`src/rtl/sevenseg_pkg.sv`:
```
// Shared seven-segment constants and hex decode table.
// Patterns are active-high, bit order {a,b,c,d,e,f,g} with a at bit SEG_W-1.
package sevenseg_pkg;

    localparam int SEG_W = 7;
    localparam int SEG_A_BIT = SEG_W - 1;
    localparam int SEG_G_BIT = 0;

    localparam logic [SEG_W-1:0] SEG_OFF = '0;

    localparam logic [15:0][SEG_W-1:0] SEG_TABLE = {
        7'b1000111,
        7'b1001111,
        7'b0111101,
        7'b1001110,
        7'b0011111,
        7'b1110111,
        7'b1111011,
        7'b1111111,
        7'b1110000,
        7'b1011111,
        7'b1011011,
        7'b0110011,
        7'b1111001,
        7'b1101101,
        7'b0110000,
        7'b1111110
    };

    function automatic logic [SEG_W-1:0] seg_decode(input logic [3:0] nibble);
        return SEG_TABLE[nibble];
    endfunction

endpackage

```
`src/rtl/sevenseg_hex_decoder.sv`:
```
// Combinational hex nibble to active-high segment pattern.
module sevenseg_hex_decoder
    import sevenseg_pkg::*;
(
    input  logic [3:0]       nibble,
    output logic [SEG_W-1:0] pattern
);

    assign pattern = seg_decode(nibble);

endmodule

```
`src/rtl/sevenseg_scan_driver.sv`:
```
// N-digit multiplexed seven-segment scanner with PWM dimming,
// dead time, leading-zero blanking and frame-synchronous updates.
module sevenseg_scan_driver
    import sevenseg_pkg::*;
#(
    parameter int NUM_DIGITS      = 4,
    parameter int REFRESH_DIV     = 256,
    parameter int BLANK_CYCLES    = 8,
    parameter int BRIGHT_W        = 4,
    parameter bit SEG_ACTIVE_HIGH = 1'b1,
    parameter bit SEL_ACTIVE_HIGH = 1'b1
) (
    input  logic                    clk,
    input  logic                    rst,
    input  logic [4*NUM_DIGITS-1:0] data_in,
    input  logic [NUM_DIGITS-1:0]   dp_in,
    input  logic                    load,
    input  logic                    enable,
    input  logic                    lz_blank,
    input  logic [BRIGHT_W-1:0]     brightness,
    output logic [SEG_W-1:0]        seg,
    output logic                    dp,
    output logic [NUM_DIGITS-1:0]   digit_sel,
    output logic                    frame_done
);

    localparam int SLOT_W = $clog2(REFRESH_DIV);
    localparam int IDX_W  = $clog2(NUM_DIGITS);
    localparam int DATA_W = 4 * NUM_DIGITS;

    localparam logic [SLOT_W-1:0] SLOT_MAX  = SLOT_W'(REFRESH_DIV - 1);
    localparam logic [SLOT_W-1:0] BLANK_END = SLOT_W'(BLANK_CYCLES);
    localparam logic [IDX_W-1:0]  IDX_MAX   = IDX_W'(NUM_DIGITS - 1);

    localparam logic [SEG_W-1:0]      SEG_IDLE = SEG_ACTIVE_HIGH ? SEG_OFF : ~SEG_OFF;
    localparam logic                  DP_IDLE  = !SEG_ACTIVE_HIGH;
    localparam logic [NUM_DIGITS-1:0] SEL_NONE = '0;
    localparam logic [NUM_DIGITS-1:0] SEL_IDLE = SEL_ACTIVE_HIGH ? SEL_NONE : ~SEL_NONE;

    logic [SLOT_W-1:0]     slot_cnt;
    logic [IDX_W-1:0]      dig_idx;
    logic [DATA_W-1:0]     pend_data;
    logic [DATA_W-1:0]     shadow_data;
    logic [NUM_DIGITS-1:0] pend_dp;
    logic [NUM_DIGITS-1:0] shadow_dp;
    logic                  pend_valid;

    logic                  slot_end;
    logic                  frame_end;
    logic [BRIGHT_W-1:0]   phase;
    logic                  lit;
    logic                  blanked;
    logic [3:0]            nibble;
    logic [SEG_W-1:0]      pattern;
    logic [SEG_W-1:0]      seg_ah;
    logic                  dp_ah;
    logic [NUM_DIGITS-1:0] sel_ah;

    assign slot_end  = slot_cnt == SLOT_MAX;
    assign frame_end = slot_end && dig_idx == IDX_MAX;

    always_ff @(posedge clk) begin
        if (rst) begin
            slot_cnt <= '0;
            dig_idx  <= '0;
        end else begin
            slot_cnt <= slot_cnt + 1'b1;
            if (slot_end)
                dig_idx <= frame_end ? '0 : dig_idx + 1'b1;
        end
    end

    // A load landing on the boundary bypasses pending and shows next frame
    always_ff @(posedge clk) begin
        if (rst) begin
            pend_data   <= '0;
            pend_dp     <= '0;
            shadow_data <= '0;
            shadow_dp   <= '0;
            pend_valid  <= 1'b0;
        end else if (load && frame_end) begin
            shadow_data <= data_in;
            shadow_dp   <= dp_in;
            pend_valid  <= 1'b0;
        end else begin
            if (frame_end && pend_valid) begin
                shadow_data <= pend_data;
                shadow_dp   <= pend_dp;
                pend_valid  <= 1'b0;
            end
            if (load) begin
                pend_data  <= data_in;
                pend_dp    <= dp_in;
                pend_valid <= 1'b1;
            end
        end
    end

    assign phase   = slot_cnt[SLOT_W-1 -: BRIGHT_W];
    assign lit     = enable && slot_cnt >= BLANK_END && phase <= brightness;
    assign nibble  = shadow_data[{dig_idx, 2'b00} +: 4];
    assign blanked = lz_blank && dig_idx != '0
                  && (shadow_data >> {dig_idx, 2'b00}) == '0;

    sevenseg_hex_decoder u_dec (
        .nibble  (nibble),
        .pattern (pattern)
    );

    always_comb begin
        seg_ah = SEG_OFF;
        dp_ah  = 1'b0;
        sel_ah = '0;
        if (lit) begin
            sel_ah[dig_idx] = 1'b1;
            dp_ah           = shadow_dp[dig_idx];
            if (!blanked)
                seg_ah = pattern;
        end
    end

    always_ff @(posedge clk) begin
        if (rst) begin
            seg        <= SEG_IDLE;
            dp         <= DP_IDLE;
            digit_sel  <= SEL_IDLE;
            frame_done <= 1'b0;
        end else begin
            seg        <= SEG_ACTIVE_HIGH ? seg_ah : ~seg_ah;
            dp         <= SEG_ACTIVE_HIGH ? dp_ah : ~dp_ah;
            digit_sel  <= SEL_ACTIVE_HIGH ? sel_ah : ~sel_ah;
            frame_done <= frame_end;
        end
    end

endmodule
```
`config.mk`:
```
export PLATFORM = sky130hd
export DESIGN_NAME = sevenseg_scan_driver
export DESIGN_NICKNAME = d
export VERILOG_FILES = /design/src/rtl/sevenseg_pkg.sv /design/src/rtl/sevenseg_hex_decoder.sv /design/src/rtl/sevenseg_scan_driver.sv
export SDC_FILE = /design/constraint.sdc
export NUM_CORES = 1
export LEC_CHECK = 0
export BUFFER_PORTS_ARGS = -buffer_cell sky130_fd_sc_hd__buf_2
export CAP_MARGIN = 10
export CORE_MARGIN = 4
export CORE_UTILIZATION = 30
export CTS_CLUSTER_SIZE = 30
export DETAILED_ROUTE_END_ITERATION = 10
export PLACE_DENSITY = 0.51
export SYNTH_ARGS = -nofsm -noshare
export SYNTH_HDL_FRONTEND = slang
export SYNTH_SLANG_ARGS = --single-unit
```
`constraint.sdc`:
```
create_clock -name clk -period 2.2 [get_ports clk]
set_input_delay 0.44 -clock clk [delete_from_list [all_inputs] [get_ports clk]]
set_output_delay 0.44 -clock clk [all_outputs]
set_load 0.03 [all_outputs]
```
* Word level (Yosys, flattened, before mapping)
Memories as Yosys holds them, arrays and structs flattened. A register that Yosys moved wholly into a read port is not among the register bits.
Cells that the tools add are included.
** Word-level totals
- Bits in registers :: 57
- Bits in read-only memories :: 112
- Output and inout port bits :: 13
- Memories kept :: 1
** Cells by class
- Add/subtract/negate cells :: 2
- Order comparisons :: 4
- Eq/ne operators :: 2
- Shift operators :: 2
- Muxes and demuxes :: 11
- Bitwise operators :: 2
- Reduce and logical (&&, ||, !) cells :: 16
** Memories
- (name not given) :: words 16, bits a word 7, read ports 1, clocked after memory_dff 1, write ports 0, RTL line sevenseg_pkg.sv:31 : return SEG_TABLE[nibble];
** Operators with widths (number)
- $mux 16 :: 2
- $logic_not 16->1 :: 1
- $shiftx 16x5->4 :: 1
- $shr 16x4->16 :: 1
- $add 8x1->8 const B :: 1
- $eq 8x8->1 const B :: 1
- $ge 8x4->1 const B :: 1
- $logic_and 1x1->1 :: 8
- $mux 4 :: 2
- $reduce_bool 2->1 :: 3
- $le 4x4->1 :: 1
- $mux 1 :: 4
- $reduce_or 2->1 :: 2
- $lt 2x3->1 const B :: 1
- $reduce_or 3->1 :: 1
- $add 2x1->2 const B :: 1
- $bmux 1 s2 :: 1
- $demux 1 s2 :: 1
- $eq 2x2->1 const B :: 1
- $ge 2x1->1 const B :: 1
- $mux 2 :: 1
- $not 1->1 :: 2
- $reduce_and 2->1 :: 1

* Depth between registers and ports, before layout
- Word-level depth :: 5
- Depth in mapped cells :: 8
- Gate-level depth less buffers :: 7

* Cells and area by module
Synthesis repeated with hierarchy kept, for this count alone.
** Unflattened totals
- Cells, all modules :: 331
- Area, all modules :: 3054.2 sq um
** Modules (own cells, without submodules)
- sevenseg_scan_driver :: times used 1, cells an instance 298, area an instance 2766.4 sq um, sequential area each 1281.2 sq um
- sevenseg_hex_decoder :: times used 1, cells an instance 33, area an instance 287.8 sq um, sequential area each 0.0 sq um

* Worst setup path before layout
OpenSTA, ideal clock, no wires.
- Path type :: register -> register
- From :: register dig_idx[1]
- To :: register seg[0]
- Setup time :: 0.133 ns
- Arrival :: 2.125 ns
- Slack :: -0.058 ns
- Cell stages (with the launch flop) :: 9
- Path buffers :: 1
- Period minus slack after synthesis :: 2.258 ns
- Cells stage by stage :: dfxtp_1 -> buf_6 -> mux4_1 -> inv_1 -> ha_1 -> nand4_1 -> a2111o_1 -> nand3_1 -> a221oi_1
** Between the ends
- Cells in the longest elaborated chain, start to end :: 4
- Elaborated cells on any way between the ends :: 7
- Those cells by class :: 2 x shift; 5 x reduce/logical
** Ends and longest elaborated chain
- start, declared :: RTL line sevenseg_scan_driver.sv:41 : logic [IDX_W-1:0] dig_idx;
- start signal, assigned :: RTL line sevenseg_scan_driver.sv:69 : dig_idx <= frame_end ? '0 : dig_idx + 1'b1;
- $shr 16x4->16 or $reduce_bool 2->1 (tied branches) :: RTL line sevenseg_scan_driver.sv:103, sevenseg_scan_driver.sv:102
- $logic_not 16->1 or $logic_and 1x1->1 (tied branches) :: RTL line sevenseg_scan_driver.sv:103, sevenseg_scan_driver.sv:102
- $logic_and 1x1->1 :: RTL line sevenseg_scan_driver.sv:103 : && (shadow_data >> {dig_idx, 2'b00}) == '0;
- $reduce_or 3->1 (no line)
- end, declared :: RTL line sevenseg_scan_driver.sv:21 : output logic [SEG_W-1:0] seg,
Several ways; a longest one is shown, not always the timed one.
A chain may end at the register's enable or synchronous reset.

* Final worst setup path
- From :: register dig_idx[0]
- To :: register seg[1]
Same word-level chain as after synthesis.

==> summary.txt <==
Yosys
  – YS warnings: 0
  – Post-Synth Adder-Cell Area: 6.86%
  – Synth Area in Simple Gates: 20.2%
  – Seq/Total Area, Yosys: 41.3%
  – Yosys reg bits: 64
  – Main flop type after synthesis: dfxtp_1
  – Cells after Synth: around 340
  – Cell Area, Synth: 0.00310 mm²
  – Syn nets: 390
  – Avg Cell Area, Syn: roughly 9.0 µm²
  – Post-synthesis mux area share: 4.08%
  – Synth cell types: 42
  – Post-Synth XOR/XNOR Area: 1.70%
  – Largest family of logic cells by synthesized area: simple AND/OR/NAND/NOR gates
  – EDFF count, synth: 0
  – Synth Area in Compound Gates: roughly 18%
  – Asr flop ratio synth: 0%

Cells and area
  – Diodes inserted: 0
  – Layout cells sized above 1: a little over a quarter
  – Finished Cell Area: 0.00363 mm²
  – Fin util: 36.7%
  – Area Overhead vs Synth: 17.2%
  – Layout Cells excl Fill: 524
  – Final #Nets: 433

Global route
  – Vias in the first global route: 2342
  – Initial antenna violation count: 0
  – Largest net degree at the start of global routing: 21
  – First-pass GRT wire length: 11600 µm
  – Overflow after GRT: 0
  – GRT Resource Usage Total: between 10% and 20%

Drt
  – Initial DRC Count: 84
  – DR vias: 2435
  – Residual DRC: 0
  – Final wirelength: 7040 µm
  – Via density per instance: between 4 and 5
  – Drt wl/cell: 13.4 µm
  – Detail Route Antenna Nets: 0
  – Drt pass-1 iters: 4

Worst setup path
  – Slowest CP cell: mux4_2
  – Crit-path max FO: 7
  – CP Class: reg -> reg
  – CP endpoint kind: flip-flop
  – Worst setup SP type: flip-flop
  – CP Data Required Time: 2410 ps
  – Arrival @ worst endpoint: 2180 ps
  – CP Cell Sequence: mux4_2 -> inv_2 -> ha_1 -> nand4_1 -> a2111o_1 -> nand3_4 -> a221oi_1
  – CP max stage delay: 550 ps

CTS
  – H-tree Lvls: 3
  – CTS Hold Bufs: 0
  – Root Driver: clkbuf_8
  – Clock latency on the worst-skew pair: 330 ps
  – Clock buffer depth: 2
  – Num CTS Buffers: 9
  – CTS sink count: 64
  – CTS tree: done
  – Worst-path clk slew: 70 ps

Die
  – Cell row count: 36
  – Die width: 110 µm
  – Initial Utilization: 31.3%
  – IO Count: between 40 and 50
  – Core Area: 0.00991 mm²
  – Die Area: 0.0120 mm²
  – Die span in y: 110 µm

Timing
  – Worst rel slew slack: 44.9%
  – Tcrit/Tclk final: 89.6%
  – Setup Skew: around 8.5 ps
  – Unrepaired setup endpoints after global routing: false
  – Slew Limit Fails: 0
  – Tmin final: between 1500 and 2000 ps
  – Setup tns final: 0 ps
  – Fmax achieved: approximately 510 MHz
  – Fin. Hold Viols: 0
  – Setup violations, final: 0
  – Worst Tran Pin Value: slightly above 800 ps

Hold path
  – HP Class: in -> reg

Place
  – Dpl cells: 508
  – RePlAce Congestion: around 0.83
  – Input/output buffers: 41
  – Post-Place Cell Area: 0.00344 mm²
  – Final HPWL DP: just over 5000 µm

Status
  – Status: complete, no violations

Flow run
  – Max-cap viol count: 0

Power
  – Leakage Power: 1.47 nW
  – Maximum VDD drop: 0.263 mV
  – Tot Pwr: 2.25 mW
  – Power per cell area: between 600 and 700 mW/mm²
==> where the power goes <==
| part | switching [mW] | internal, mW | leakage (nW) |
|---|---|---|---|
| clock | 0.439 | 0.461 | 0.0882 |
| combinational | 0.0917 | 0.0605 | 0.859 |
| sequential | 0.0151 | 1.18 | 0.521 |
==> cells in the final DEF, fill, tap and decap left out, types with 3 or more instances in the layout <==
cell      count
nand3_1       4
ha_1         17
dfxtp_1      62
buf_4         9
o32ai_2      20
nor4_1        3
a21oi_1      25
and3_1        6
xnor2_1       4
nor2_1       53
clkinv_2      3
mux4_2        5
inv_1        31
buf_2        41
nor2b_1       4
nand2_1      50
o21ai_0       4
clkbuf_8     11
and2_1        4
a221oi_1      3
==> worst paths after layout <==
check / start / endpoint / slack (ps) / cells past startpoint
worst min-delay path: data_in[2] / pend_data[2] / 350 / 3
worst max register to register: dig_idx[0] / seg[1] / 230 / 7
worst max-delay path: dig_idx[0] / seg[1] / 230 / 7
worst min register to register: pend_dp[2] / pend_dp[2] / 460 / 2
==> flip-flops by register name, indices dropped and copies added, names as in the netlist <==
register,count
dig_idx,2
digit_sel,4
dp,1
frame_done,1
pend_data,16
pend_dp,4
pend_valid,1
seg,7
shadow_data,16
shadow_dp,4
slot_cnt,8
==> timing repair <==
| item | in CTS | in global routing |
|---|---|---|
| endpoints found under the setup margin | 0 | 7 |
| buffers inserted | 0 | 1 |
| gates resized for setup | 0 | 6 |
==> area by class of cell <==
cell class	instances	area [µm²]
Clock buffer	12	155
Clock inverter	3	17.5
Fill cell	1054	6280
Inverter	34	129
Multi-Input combinational cell	227	1600
Sequential cell	64	1280
Tap cell	133	166
Timing Repair Buffer	51	284
==> kinds of logic after synthesis <==
kind of cell / after synthesis
compound gates: 60
xor+xnor: 6
fa+ha+maj: 17
buf+inv: 53
flops: 64
mux: 6
simple gates: 138
==> per-stage QoR <==
stage               hold WS [ps]  worst slack [ps]
CTS                          343              27.9
global route                 354              50.5
detailed placement           447              35.9
global placement             444               127
finish                       351               228
floorplan                    437              30.6
==> per-layer routing <==
metal | vias to the layer above | global-route usage [%] | wire length [µm]
li1 | 1245 | - | -
met3 | 9 | 2.94 | 302
met2 | 42 | 19.3 | 3190
met4 | 0 | 4.81 | 123
met5 | - | 0 | 0
met1 | 1139 | 16.7 | 3430
==> worst max-delay path: cells and delay by family (launching register included) <==
kind | cells | cell delay (ps)
AOI/OAI and AO/OA | 2 | 400
DFF | 1 | 350
adders and majority gates | 1 | 180
and+or+nand+nor | 2 | 250
muxes | 1 | 550
buffers and inverters | 1 | 120
==> Yosys cell counts, types with 2 or more instances <==
cell type  instances  share of area, %
o32ai_2           20                10
xnor2_1            4               1.1
buf_2              3              0.48
nor2b_1            4              0.81
o21ai_0            4              0.65
clkbuf_1          12               1.5
nor4_1             3              0.61
ha_1              17               6.9
mux4_2             4               2.9
nand3_1            5              0.81
nor3_1             2              0.32
buf_6              4               1.5
xor2_1             2              0.57
o21bai_1           2              0.48
a221oi_1           3              0.85
nand2_1           50               6.1
dfxtp_1           64                41
and3_1             6               1.2
and2_1             4              0.81
inv_1             33               4.0
nor2_1            53               6.4
a21oi_1           25               4.0
No activity file was read; power rests on OpenSTA's default activity.
